<file path="config.mk">
export PLATFORM = sky130hd
export DESIGN_NAME = dds_sweep_ctrl
export DESIGN_NICKNAME = d
export VERILOG_FILES = /design/src/rtl/dds_sweep_ctrl.sv
export SDC_FILE = /design/constraint.sdc
export NUM_CORES = 1
export LEC_CHECK = 0
export BUFFER_PORTS_ARGS = -buffer_cell sky130_fd_sc_hd__buf_2
export CAP_MARGIN = 20
export CELL_PAD_IN_SITES_DETAIL_PLACEMENT = 1
export CELL_PAD_IN_SITES_GLOBAL_PLACEMENT = 1
export CORE_MARGIN = 4
export CORE_UTILIZATION = 40
export DETAILED_ROUTE_END_ITERATION = 7
export PLACE_DENSITY = 0.88
export SLEW_MARGIN = 15
export SYNTH_ARGS = -nofsm -noshare
export SYNTH_HDL_FRONTEND = slang
export SYNTH_SLANG_ARGS = --single-unit
</file>
<file path="constraint.sdc">
create_clock -name sys_clk -period 5.4 [get_ports sys_clk]
set_input_delay 1.08 -clock sys_clk [delete_from_list [all_inputs] [get_ports sys_clk]]
set_output_delay 1.08 -clock sys_clk [all_outputs]
set_load 0.05 [all_outputs]
</file>
<file path="src/rtl/dds_sweep_ctrl.sv">
// dds_sweep_ctrl: key-driven DDS parameter controller with a frequency sweep FSM
// Ports:
//   sys_clk, sys_rst_n    clock and asynchronous active-low reset
//   key_pulse[3:0]        single-cycle key strobes: [0] wave, [1] amplitude, [2] sweep start/stop, [3] phase
//   wave_select[3:0]      one-hot waveform select
//   amp_ctl[8:0]          amplitude scale (256, 128, 64)
//   freq_ctl[31:0]        frequency word
//   min_ctl[31:0]         constant zero
//   phase_ctl[11:0]       phase offset
//   sweep_active          high while the sweep runs
//   param_valid           one-cycle strobe in the first cycle any output parameter holds a new value
// Define DDS_SWEEP_TRIANGLE_EN for a triangular sweep; the default sweep is a sawtooth.
module dds_sweep_ctrl #(
    parameter logic [31:0] F_START      = 32'd8589935,
    parameter logic [31:0] F_STOP       = 32'd85899346,
    parameter logic [31:0] F_STEP       = 32'd858993,
    parameter int          DWELL_CYCLES = 50000,
    parameter logic [11:0] PHASE_STEP   = 12'd1024
) (
    input  logic        sys_clk,
    input  logic        sys_rst_n,
    input  logic [3:0]  key_pulse,
    output logic [3:0]  wave_select,
    output logic [8:0]  amp_ctl,
    output logic [31:0] freq_ctl,
    output logic [31:0] min_ctl,
    output logic [11:0] phase_ctl,
    output logic        sweep_active,
    output logic        param_valid
);
    typedef enum logic [1:0] {IDLE, DWELL, STEP} state_t;

    localparam logic [19:0] CNT_LOAD = 20'(DWELL_CYCLES - 1);

    state_t      state, state_d;
    logic [19:0] cnt, cnt_d;
    logic [3:0]  wave_d;
    logic [8:0]  amp_d;
    logic [31:0] freq_d, freq_step;
    logic [11:0] phase_d;
    logic        valid_d;
    logic [32:0] sum;

    assign sum          = {1'b0, freq_ctl} + {1'b0, F_STEP};
    assign min_ctl      = 32'd0;
    assign sweep_active = state != IDLE;

`ifdef DDS_SWEEP_TRIANGLE_EN
    logic               dir_up, dir_up_d, dir_step;
    logic signed [32:0] diff;
    logic [32:0]        raw;

    // Direction turns at either limit; the result is clamped so odd parameter
    // sets never push the word outside [F_START, F_STOP].
    always_comb begin
        diff     = $signed({1'b0, freq_ctl}) - $signed({1'b0, F_STEP});
        dir_step = dir_up;
        raw      = sum;
        if (dir_up && sum > {1'b0, F_STOP}) begin
            dir_step = 1'b0;
            raw      = $unsigned(diff);
        end else if (!dir_up && diff < $signed({1'b0, F_START})) begin
            dir_step = 1'b1;
            raw      = sum;
        end else if (!dir_up) begin
            raw      = $unsigned(diff);
        end
        freq_step = raw < {1'b0, F_START} ? F_START : raw > {1'b0, F_STOP} ? F_STOP : raw[31:0];
    end
`else
    assign freq_step = sum > {1'b0, F_STOP} ? F_START : sum[31:0];
`endif

    always_comb begin
        state_d = state;
        cnt_d   = cnt;
        freq_d  = freq_ctl;
`ifdef DDS_SWEEP_TRIANGLE_EN
        dir_up_d = dir_up;
`endif
        case (state)
            IDLE: begin
                if (key_pulse[2]) begin
                    state_d = DWELL;
                    cnt_d   = CNT_LOAD;
                end
            end
            DWELL: begin
                if (cnt == 20'd0) state_d = STEP;
                else cnt_d = cnt - 20'd1;
            end
            STEP: begin
                state_d = DWELL;
                cnt_d   = CNT_LOAD;
                freq_d  = freq_step;
`ifdef DDS_SWEEP_TRIANGLE_EN
                dir_up_d = dir_step;
`endif
            end
            default: state_d = IDLE;
        endcase
        // A stop key overrides any step update made in the same cycle.
        if (key_pulse[2] && state != IDLE) begin
            state_d = IDLE;
            cnt_d   = 20'd0;
            freq_d  = F_START;
`ifdef DDS_SWEEP_TRIANGLE_EN
            dir_up_d = 1'b1;
`endif
        end
        wave_d  = key_pulse[0] ? {wave_select[2:0], wave_select[3]} : wave_select;
        amp_d   = !key_pulse[1] ? amp_ctl : amp_ctl == 9'd256 ? 9'd128 : amp_ctl == 9'd128 ? 9'd64 : 9'd256;
        phase_d = key_pulse[3] ? phase_ctl + PHASE_STEP : phase_ctl;
        valid_d = wave_d != wave_select || amp_d != amp_ctl || freq_d != freq_ctl || phase_d != phase_ctl;
    end

    always_ff @(posedge sys_clk or negedge sys_rst_n) begin
        if (!sys_rst_n) begin
            state       <= IDLE;
            cnt         <= 20'd0;
            wave_select <= 4'b0001;
            amp_ctl     <= 9'd256;
            freq_ctl    <= F_START;
            phase_ctl   <= 12'd0;
            param_valid <= 1'b0;
        end else begin
            state       <= state_d;
            cnt         <= cnt_d;
            wave_select <= wave_d;
            amp_ctl     <= amp_d;
            freq_ctl    <= freq_d;
            phase_ctl   <= phase_d;
            param_valid <= valid_d;
        end
    end

`ifdef DDS_SWEEP_TRIANGLE_EN
    always_ff @(posedge sys_clk or negedge sys_rst_n) begin
        if (!sys_rst_n) dir_up <= 1'b1;
        else dir_up <= dir_up_d;
    end
`endif
endmodule

</file>
==> results.sh <==
export IMPL_power_total_w=0.00172
export IMPL_startpoint_type="flop"
export IMPL_dp_hpwl_um=12800
export IMPL_first_pass_iters=5
export IMPL_antenna_found_initial=0
export IMPL_powerDensity_nw_per_um2=295
export IMPL_hold_class="reg -> reg"
export IMPL_routed_wl_um=17900
export IMPL_setup_viol=0
export IMPL_rsz0062_at_grt="no"
export IMPL_cts_buffer_depth=2
export IMPL_worstMarginPinSlew_ns=1.11
export IMPL_finalHoldViolCount=0
export IMPL_via_count=5266
export IMPL_grt_pass1_vias=5227
export IMPL_grt_max_degree=71
export IMPL_seq_area_frac_synth_pct=33.3
export IMPL_slew_headroom_pct=25.7
export IMPL_drc_errors=0
export IMPL_whs_ns=0.484
export IMPL_power_internal_w=0.00107
export IMPL_synth_edf_count=0
export IMPL_ir_worst_vdd_v=0.000378
export IMPL_wl_per_cell_um=20.5
export IMPL_instances_no_fill=872
export IMPL_diodes=0
export IMPL_maxCapViolCount=0
export IMPL_fp_dieW_um=123
export IMPL_synth_async_reset_ratio_pct=100
export IMPL_fmax_mhz=195
export IMPL_ctsResizeCount=0
export IMPL_p_leak_nw=2.59
export IMPL_cts_tree="done"
export IMPL_n_fill_cell=1603
export IMPL_clock_sinks=70
export IMPL_synth_warnings=0
export IMPL_combinationalPowerShare_pct=26.3
export IMPL_place_gp_congestion=1.00
export IMPL_drtIter0Drc=400
export IMPL_synth_cell_types=73
export IMPL_io_pins=97
export IMPL_postLayoutCoreUtil_pct=45.6
export IMPL_drive_above_1_share_pct=17.0
export IMPL_h_tree_depth=3
export IMPL_p_clk_share_pct=35.5
export IMPL_cts_buffers=9
export IMPL_drv_slew=0
export IMPL_fp_dieArea_um2=15200
export IMPL_grt_usage_pct=24.1
export IMPL_grt_pass1_wl_um=28700
export IMPL_port_buffers=54
export IMPL_path_class="reg -> reg"
export IMPL_worstPathMaxFanout=16
export IMPL_syn_area_per_cell_um2=7.99
export IMPL_core_um2=12800
export IMPL_syn_area_um2=5310
export IMPL_holdBufCountCts=0
export IMPL_power_switching_w=0.000650
export IMPL_cp_required_ns=5.63
export IMPL_cts_setup_buffers=0
export IMPL_fp_row_count=41
export IMPL_ys_flop_type="dfrtp_1"
export IMPL_worst_setup_path_end_kind="flop"
export IMPL_crit_arrival_ns=5.34
export IMPL_status="finished, final reports clean"
export IMPL_start_util_pct=41.4
export IMPL_netSwitchingFraction_pct=37.7
export IMPL_cts_root_buffer="clkbuf_16"
export IMPL_numPlacedInstances=856
export IMPL_syn2layout_area_growth_pct=10.1
export IMPL_vias_per_cell=6.04
export IMPL_synth_seq_cells=70
export IMPL_clk_latency_ns=0.35
export IMPL_clk_pin_slew_ns=0.07
export IMPL_skew_ns=0.0124
export IMPL_fin_crit_ns=5.12
export IMPL_synthCells=665
export IMPL_setup_tns_ns=0
export IMPL_final_antenna_net_count=0
export IMPL_nets=704
export IMPL_die_h_um=123
export IMPL_grt_overflow_total=0
export IMPL_pwr_share_seq_pct=38.2
export IMPL_period_share_pct=94.8
layer usage:
layer | vias to the layer above | GRT usage [%] | share of wire (%)
met3 | 30 | 4.89 | 7.5
met4 | 0 | 5.54 | 1.7
met5 | - | 0 | 0
met2 | 238 | 40.0 | 48
li1 | 2389 | - | -
met1 | 2609 | 32.5 | 43
power by group through the flow:
| stage | Clock (W) | Combinational [W] | Sequential [W] |
|---|---|---|---|
| 2_1_floorplan | 0 | 0.000302 | 0.000715 |
| 3_3_place_gp | 0 | 0.000429 | 0.000658 |
| 3_5_place_dp | 0 | 0.000447 | 0.000664 |
| 4_1_cts | 0.000623 | 0.000452 | 0.000657 |
| 5_1_grt | 0.000646 | 0.000494 | 0.000668 |
| 6_report | 0.000612 | 0.000452 | 0.000659 |
path summary, 6_finish.rpt:
path | end | start | depth (start not counted) | slack, ns
min in group asynchronous | freq_ctl[13] | sys_rst_n | 2 | 0.93
hold reg to reg | phase_ctl[11] | phase_ctl[11] | 1 | 0.48
hold / removal | phase_ctl[11] | phase_ctl[11] | 1 | 0.48
max in group asynchronous | freq_ctl[19] | sys_rst_n | 2 | 3.85
setup reg to reg | param_valid | freq_ctl[1] | 13 | 0.28
setup / recovery | param_valid | freq_ctl[1] | 13 | 0.28
synth_stat cells (4+ instances only):
cell / n / area, um^2
nand3_1: 27 / 135
a2bb2oi_1: 4 / 35.0
dfrtp_1: 57 / 1430
buf_2: 4 / 20.0
nand4_1: 8 / 50.1
a211oi_1: 4 / 30.0
mux2_2: 4 / 45.0
a21oi_1: 45 / 225
a31oi_1: 9 / 56.3
or3_1: 18 / 113
o211ai_1: 6 / 45.0
clkbuf_1: 42 / 158
inv_1: 12 / 45.0
o21ai_1: 5 / 25.0
a311oi_1: 4 / 35.0
nor2_1: 68 / 255
or4_1: 10 / 75.1
or2_2: 6 / 37.5
dfstp_2: 13 / 342
a21o_1: 6 / 45.0
a2111oi_0: 4 / 35.0
nand2b_1: 12 / 75.1
nand2_1: 55 / 206
nor2b_1: 10 / 62.6
a22oi_1: 8 / 60.1
nor4_1: 14 / 87.6
xnor2_1: 14 / 123
a211o_1: 9 / 78.8
xor2_1: 9 / 78.8
and3_1: 10 / 62.6
o22ai_1: 5 / 31.3
o21ai_0: 43 / 215
nor3_1: 16 / 80.1
buf_4: 42 / 315
worst max-delay path: stages, from the launching register on:
cell,delay [ns]
dfstp_2,0.67
ha_1,0.38
nand4_1,0.16
and3_1,0.29
o31a_1,0.47
or3b_4,0.47
a2111oi_4,0.41
o2111ai_4,0.25
nor4_1,0.59
nor2_1,0.41
o21ai_0,0.29
o2111ai_1,0.14
nor4_1,0.33
o211ai_1,0.12
cell families (layout without fill, tap and decap cells):
kind of cell | after synthesis | after routing | synth area share (%)
adder cells (fa/ha/maj) | 3 | 3 | 0.707
flip-flops | 70 | 70 | 33.3
AND/OR/NAND/NOR | 273 | 273 | 26.8
multiplexers | 7 | 7 | 1.41
buffers and inverters | 104 | 98 | 10.7
other | 1 | 42 | 0.0706
AO/OA/AOI/OAI | 184 | 184 | 23.3
XOR/XNOR | 23 | 23 | 3.79
state kept, by name (all words and copies together), names as in the netlist:
| register | count |
|---|---|
| wave_select | 4 |
| amp_ctl | 9 |
| cnt | 20 |
| freq_ctl | 32 |
| phase_ctl | 2 |
| state | 2 |
| param_valid | 1 |
cell usage in the layout, fill, tap and decap left out, types with 13 or more instances in the layout:
cell | netlist | layout
nor2_1 | 68 | 68
dfrtp_1 | 57 | 57
nand2_1 | 55 | 55
buf_2 | 4 | 54
a21oi_1 | 45 | 45
o21ai_0 | 43 | 43
conb_1 | 1 | 42
nand3_1 | 27 | 27
or3_1 | 18 | 18
nor3_1 | 16 | 16
buf_4 | 42 | 16
xnor2_1 | 14 | 14
nor4_1 | 14 | 14
dfstp_2 | 13 | 13
stage by stage:
stage,setup WS [ns],instance area (um^2)
finish,0.281,5850
global route,0.0293,5850
CTS,0.355,5850
detailed placement,0.390,5550
global placement,0.582,5550
floorplan,0.771,5470
cell type report:
type / instances / area, um^2 / share of cell area [%]
well taps: 172 / 215 / 3.68
flip-flops and latches: 70 / 1770 / 30.2
inverters: 12 / 45.0 / 0.771
multi-input cells: 532 / 3130 / 53.5
repair buffers: 70 / 390 / 6.68
clock buffers: 10 / 229 / 3.92
clock inverters: 6 / 68.8 / 1.18
(Power assumes the default switching activity.)
